$ cat src/rtl/mmu_cfg_init_master.sv
// Bus initiator that writes the cluster MMU SRAM/SCM sequential-section sizes after start_i.
// Define MMU_CFG_INIT_READBACK_EN to add the read-back-and-compare phase after both writes.
module mmu_cfg_init_master #(
  parameter logic [31:0] BASE_ADDR      = 32'h0000_0000,
  parameter int unsigned ID_WIDTH       = 5,
  parameter int unsigned MASTER_ID      = 0,
  parameter int unsigned TIMEOUT_CYCLES = 255
) (
  input  logic                clk_i,
  input  logic                rst_ni,
  input  logic                start_i,
  input  logic [3:0]          sram_size_i,
  input  logic [3:0]          scm_size_i,
  output logic                req_o,
  output logic [31:0]         add_o,
  output logic                wen_o,
  output logic [31:0]         wdata_o,
  output logic [3:0]          be_o,
  output logic [ID_WIDTH-1:0] id_o,
  input  logic                gnt_i,
  input  logic                r_valid_i,
  input  logic [31:0]         r_rdata_i,
  input  logic                r_opc_i,
  input  logic [ID_WIDTH-1:0] r_id_i,
  output logic                busy_o,
  output logic                done_o,
  output logic                error_o,
  output logic [3:0]          rb_sram_size_o,
  output logic [3:0]          rb_scm_size_o
);

  localparam int unsigned CNT_W = (TIMEOUT_CYCLES > 0) ? $clog2(TIMEOUT_CYCLES + 1) : 1;
  localparam logic [CNT_W-1:0]    CNT_LIM = CNT_W'(TIMEOUT_CYCLES);
  localparam logic [ID_WIDTH-1:0] MID     = ID_WIDTH'(MASTER_ID);

  typedef enum logic [3:0] {
    IDLE, WR0_REQ, WR0_RSP, WR1_REQ, WR1_RSP,
`ifdef MMU_CFG_INIT_READBACK_EN
    RD0_REQ, RD0_RSP, RD1_REQ, RD1_RSP,
`endif
    DONE, ERR
  } state_e;

`ifdef MMU_CFG_INIT_READBACK_EN
  localparam state_e WR_NEXT = RD0_REQ;

  // A read-back matches only if the upper bits are clear and the size field equals what was written.
  function automatic logic rb_ok(input logic [31:0] rdata, input logic [3:0] expv);
    return (rdata[31:4] == 28'd0) && (rdata[3:0] == expv);
  endfunction
`else
  localparam state_e WR_NEXT = DONE;
`endif

  state_e           state_q, state_d;
  logic [CNT_W-1:0] cnt_q;
  logic [3:0]       sram_q, scm_q;
  logic             idle_like, rsp_acc, tmo;

  assign idle_like = (state_q == IDLE) || (state_q == DONE) || (state_q == ERR);
  assign rsp_acc   = r_valid_i && (r_id_i == MID);
  assign tmo       = (TIMEOUT_CYCLES != 0) && (cnt_q == CNT_LIM);

  always_ff @(posedge clk_i or negedge rst_ni) begin
    if (!rst_ni) begin
      state_q <= IDLE;
      cnt_q   <= '0;
    end else begin
      state_q <= state_d;
      // Each request/response phase gets its own budget, restarted on every state change.
      if (idle_like || (state_d != state_q)) cnt_q <= '0;
      else                                   cnt_q <= cnt_q + CNT_W'(1);
    end
  end

  // Sizes are pure data: only meaningful once a sequence has been started.
  always_ff @(posedge clk_i) begin
    if (idle_like && start_i) begin
      sram_q <= sram_size_i;
      scm_q  <= scm_size_i;
    end
  end

  always_comb begin
    state_d = state_q;
    req_o   = 1'b0;
    add_o   = '0;
    wen_o   = 1'b0;
    wdata_o = '0;
    be_o    = '0;
    id_o    = '0;
    case (state_q)
      IDLE, DONE, ERR: if (start_i) state_d = WR0_REQ;
      WR0_REQ: begin
        req_o = 1'b1; id_o = MID; add_o = BASE_ADDR; be_o = 4'b0001; wdata_o = {28'd0, sram_q};
        if (gnt_i)    state_d = WR0_RSP;
        else if (tmo) state_d = ERR;
      end
      WR0_RSP: begin
        if (rsp_acc)  state_d = r_opc_i ? ERR : WR1_REQ;
        else if (tmo) state_d = ERR;
      end
      WR1_REQ: begin
        req_o = 1'b1; id_o = MID; add_o = BASE_ADDR + 32'd4; be_o = 4'b0001; wdata_o = {28'd0, scm_q};
        if (gnt_i)    state_d = WR1_RSP;
        else if (tmo) state_d = ERR;
      end
      WR1_RSP: begin
        if (rsp_acc)  state_d = r_opc_i ? ERR : WR_NEXT;
        else if (tmo) state_d = ERR;
      end
`ifdef MMU_CFG_INIT_READBACK_EN
      RD0_REQ: begin
        req_o = 1'b1; id_o = MID; add_o = BASE_ADDR; wen_o = 1'b1; be_o = 4'b1111;
        if (gnt_i)    state_d = RD0_RSP;
        else if (tmo) state_d = ERR;
      end
      RD0_RSP: begin
        if (rsp_acc)  state_d = (r_opc_i || !rb_ok(r_rdata_i, sram_q)) ? ERR : RD1_REQ;
        else if (tmo) state_d = ERR;
      end
      RD1_REQ: begin
        req_o = 1'b1; id_o = MID; add_o = BASE_ADDR + 32'd4; wen_o = 1'b1; be_o = 4'b1111;
        if (gnt_i)    state_d = RD1_RSP;
        else if (tmo) state_d = ERR;
      end
      RD1_RSP: begin
        if (rsp_acc)  state_d = (r_opc_i || !rb_ok(r_rdata_i, scm_q)) ? ERR : DONE;
        else if (tmo) state_d = ERR;
      end
`endif
      default: state_d = IDLE;
    endcase
  end

  assign busy_o  = !idle_like;
  assign done_o  = (state_q == DONE);
  assign error_o = (state_q == ERR);

`ifdef MMU_CFG_INIT_READBACK_EN
  logic [3:0] rb_sram_q, rb_scm_q;

  // Read-back values are captured even when they mismatch, so software can see what came back.
  always_ff @(posedge clk_i or negedge rst_ni) begin
    if (!rst_ni) begin
      rb_sram_q <= '0;
      rb_scm_q  <= '0;
    end else if (rsp_acc) begin
      if (state_q == RD0_RSP) rb_sram_q <= r_rdata_i[3:0];
      if (state_q == RD1_RSP) rb_scm_q  <= r_rdata_i[3:0];
    end
  end

  assign rb_sram_size_o = rb_sram_q;
  assign rb_scm_size_o  = rb_scm_q;
`else
  logic unused_rdata;
  assign unused_rdata   = ^r_rdata_i;
  assign rb_sram_size_o = '0;
  assign rb_scm_size_o  = '0;
`endif

endmodule
$ cat config.mk
export PLATFORM = sky130hd
export DESIGN_NAME = mmu_cfg_init_master
export DESIGN_NICKNAME = d
export VERILOG_FILES = /design/src/rtl/mmu_cfg_init_master.sv
export SDC_FILE = /design/constraint.sdc
export NUM_CORES = 1
export LEC_CHECK = 0
export ABC_AREA = 0
export ABC_CLOCK_PERIOD_IN_PS = 4950
export BUFFER_PORTS_ARGS = -buffer_cell sky130_fd_sc_hd__buf_2
export CAP_MARGIN = 20
export CORE_MARGIN = 1
export CORE_UTILIZATION = 25
export DETAILED_ROUTE_END_ITERATION = 8
export SYNTH_ARGS = -nofsm -noshare
export SYNTH_HDL_FRONTEND = slang
export SYNTH_SLANG_ARGS = --single-unit
$ cat constraint.sdc
create_clock -name clk_i -period 4.95 [get_ports clk_i]
set_input_delay 0.495 -clock clk_i [delete_from_list [all_inputs] [get_ports clk_i]]
set_output_delay 0.495 -clock clk_i [all_outputs]
set_load 0.005 [all_outputs]
-- Yosys cells after proc, flatten, opt, wreduce, memory -nomap -nowiden
Cells that the tools add are included.
- flip-flop bits (word level): 20
- bits in latches: 0
- bits in writable memories: 0
- ROM bits: 0
- word-level logic and storage cells: 37
- memories kept: 0
- add/subtract/negate cells: 1
- multipliers: 0
- div/mod/pow operators: 0
- $lt $le $gt $ge: 0
- eq/ne operators: 8
- shifts and indexed selects: 0
- multiplexer cells: 14
- bitwise operators: 0
- reductions and logical operators: 10
- operators by type and width (operator ; count):
    2-to-1 mux 4 bit ; 6
    one-hot mux 4 bit (5 select lines) ; 1
    equality test 4 x 3 -> 1 bit, second input constant ; 3
    adder 8 x 1 -> 8 bit, second input constant ; 1
    equality test 4 x 2 -> 1 bit, second input constant ; 2
    equality test 8 bit, second input constant ; 1
    2-to-1 mux 8 bit ; 1
    one-hot mux 4 bit (2 select lines) ; 1
    2-to-1 mux 3 bit ; 2
    zero test 5 bit ; 1
    equality test 4 x 1 -> 1 bit, second input constant ; 1
    zero test 4 bit ; 1
    inequality test 4 bit ; 1
    logical OR 1 bit ; 3
    OR reduction 3 bit ; 1
    logical AND 1 bit ; 2
    2-to-1 mux 1 bit ; 2
    2-to-1 mux 2 bit ; 1
    OR reduction 2 bit ; 1
    zero test 1 bit ; 1

-- Longest topological paths before layout
- depth in word-level cells: 7
- gate-level depth with buffers: 6
- mapped depth without buffers: 5

-- Worst setup path before layout
OpenSTA, ideal clock, no wires.
- path kind: register -> output
- from: reg state_q[3]
- to: out add_o[2]
- arrival: 1.177 ns
- required time: 4.455 ns
- setup slack: 3.278 ns
- stages on the path, launching flop included: 5
- cells stage by stage: dfrtp_1 > or3b_1 > buf_6 > inv_1 > and2_1
- cells in the longest elaborated chain, start to end: 2
- RTL lines (item ; RTL line ; source):
    start: declaration ; 55 ; state_e state_q, state_d;
    start signal: assignment ; 69 ; state_q <= state_d;
    equality test 4 x 2 -> 1 bit ; 92 ; case (state_q)
    2-to-1 mux 3 bit ; 92 ;
    end: declaration ; 15 ; output logic [31:0] add_o,
No other way between the ends.

-- Worst setup path after layout
- from: reg state_q[0]
- to: out add_o[2]
Same word-level chain as after synthesis.

==> results.cfg <==
[yosys]
synthFlopType = dfrtp_1
syn_area_per_cell_um2 = 9.600
yosys_register_bits = 20
syn_inst = 171
synth_seq_area_share_pct = 32.93
synth.most_common_cell = buf_4
ys_types = 38
yosysTopAreaCellShare_pct = 35.21
yosys-top-cells-count = 77 x buf_4, 16 x nor2_1, 12 x dfrtp_1
async_flop_share_pct = 60.00
synth_warnings = 0
synth_edf_count = 8
yosysTopAreaCell = buf_4
synthTopCellsByArea = buf_4 35%, dfrtp_1 18%, edfxtp_1 15%, nor2_1 3.7%, mux2i_1 3.0%
netlist_area_um2 = 1642

[global_routing]
antenna_found_initial = 0
grt_pass1_vias = 848
grt_pass1_wl_mm = 3.781
gr-total-overflow = 0
track_usage_pct = 6.576
grt_max_degree = 16

[layout]
nets = 252
num_antenna_cells = 0
drive_gt1_share_pct = 20.10
syn2layout_area_growth_pct = -0.9908
utilization_pct = 25.60

[sta]
period_needed_ps = 2220
hold_slack_ps = 99.81
hold_viol = 0
fin_tns_setup_ps = 0
slew_headroom_pct = 58.62
rsz0062_at_grt = no
fin_crit_sh_pct = 44.84
worst_pin_slew_ps = 618.5
slew_violations = 0
max_freq_ghz = 0.4505
setup_viol = 0
layout_setup_ws_ps = 2730
final.setup_skew_ps = 7.674

[floorplan]
core_um2 = 6350
fp.dieW_um = 83.03
start_util_pct = 25.85
row_count = 29
io_pins = 137
die_y_um = 83.03
die_area_um2 = 6894

[detailed_routing]
vias = 975
first_pass_iters = 4
drtIter0Drc = 15
ant_nets = 0
drc_errors = 0
wire_per_inst_um = 8.178
vias_per_cell = 3.533
drt_wl_total_mm = 2.257

[clock_network]
post_cts_buffers = 0
root_buffer = clkbuf_8
htreeDepth = 1
insertion_delay_ps = 260
cts_hold_buf = 0
post_cts_resized = 0
clk_pin_slew_ps = 80
cts_tree = yes
cts_buffers = 3
cts.sinks = 20
cts_buffer_depth = 2

[pwr]
powerDensity_nw_per_um2 = 251.0
finalPower_mw = 0.4079
p_leak_nw = 0.8197
ir_drop_mv = 0.2008

[outcome]
outcome = completed

[worst_setup_path]
cp_data_arrival_time_ps = 1720
crit_path_start_kind = flop
timing.rr.end = sram_q[2]$_DFFE_PP_
crit_required_ps = 4450
cp_max_fo = 9
cp-startpoint = state_q[0]$_DFF_PN0_
cp-end-kind = primary output
critPathKind = reg -> out
ff2ff_path_depth = 3
r2r_slack_ps = 2810
rr_startpoint = state_q[1]$_DFF_PN0_

[placement]
port_buffers = 28
dpl_worst_slack_ps = 2784
gp_congestion = 0.7998
hpwl_mm = 1.810

[flow_run]
maxCapViolCount = 0

[min_path]
hp-class = in -> async
==> metal layers <==
metal / vias to the layer above / wire, µm / GRT usage (%)
li1: 465 / - / -
met1: 446 / 988 / 8.318
met2: 64 / 1133 / 11.62
met3: 0 / 135 / 1.193
met4: 0 / 0 / 1.411
met5: - / 0 / 0
==> metrics by stage <==
| stage | instances | area [µm²] |
|---|---|---|
| 2_1_floorplan | 247 | 1927 |
| 3_3_place_gp | 272 | 1559 |
| 3_5_place_dp | 272 | 1559 |
| 4_1_cts | 276 | 1625 |
| 5_1_grt | 276 | 1625 |
| 6_report | 276 | 1625 |
==> layout by cell type (no fill, tap or decap), drive strengths merged, types with 2 or more instances in the layout <==
cell type and instances:
conb 77, buf 28, nor2 17, dfrtp 12, edfxtp 8, inv 5
mux2i 5, and3 5, xnor2 4, clkbuf 4, nand2 3, nand3 3
xor2 3, nand2b 3, and4bb 2, a31oi 2
==> cell type report <==
cell class	instances	area, µm²
Tap cell	77	96.34
Timing Repair Buffer	28	140.1
Fill cell	681	4725
Multi-Input combinational cell	142	763.2
Clock buffer	4	66.31
Inverter	5	18.77
Sequential cell	20	540.5
==> registers in the layout, indices dropped and copies added (netlist names) <==
register	count
cnt_q	8
scm_q	4
sram_q	4
state_q	4
==> worst max path at each step <==
stage                               to  slack [ps]  depth (start not counted)
global route                  add_o[2]        2610                          4
floorplan                     add_o[2]        3280                          4
global placement    scm_q[2]$_DFFE_PP_        2850                          3
CTS                           add_o[2]        2730                          4
finish                        add_o[2]        2730                          4
detailed placement  scm_q[2]$_DFFE_PP_        2780                          3
==> critical path, cell delays in order (launching register included) <==
cell	delay (ps)
dfrtp_1	500
or3b_1	550
inv_1	170
and2_1	140
buf_2	100
==> cells by family after synthesis <==
logic type,after synthesis,synth area share (%)
simple gates,40,14.48
mux,5,3.049
xor+xnor,7,3.735
buf+inv,85,37.96
other cells,1,0.2284
fa+ha+maj,2,1.372
flops,20,32.93
compound gates,11,6.250
==> report_power, final <==
part           switching (mW)  internal, mW  leakage, nW  total, mW
Combinational          0.0442        0.0267        0.548     0.0709
Sequential             0.0111         0.184        0.238      0.195
Clock                  0.0548        0.0876       0.0339      0.142
Total                   0.110         0.298        0.820      0.408
(Power assumes the default switching activity.)
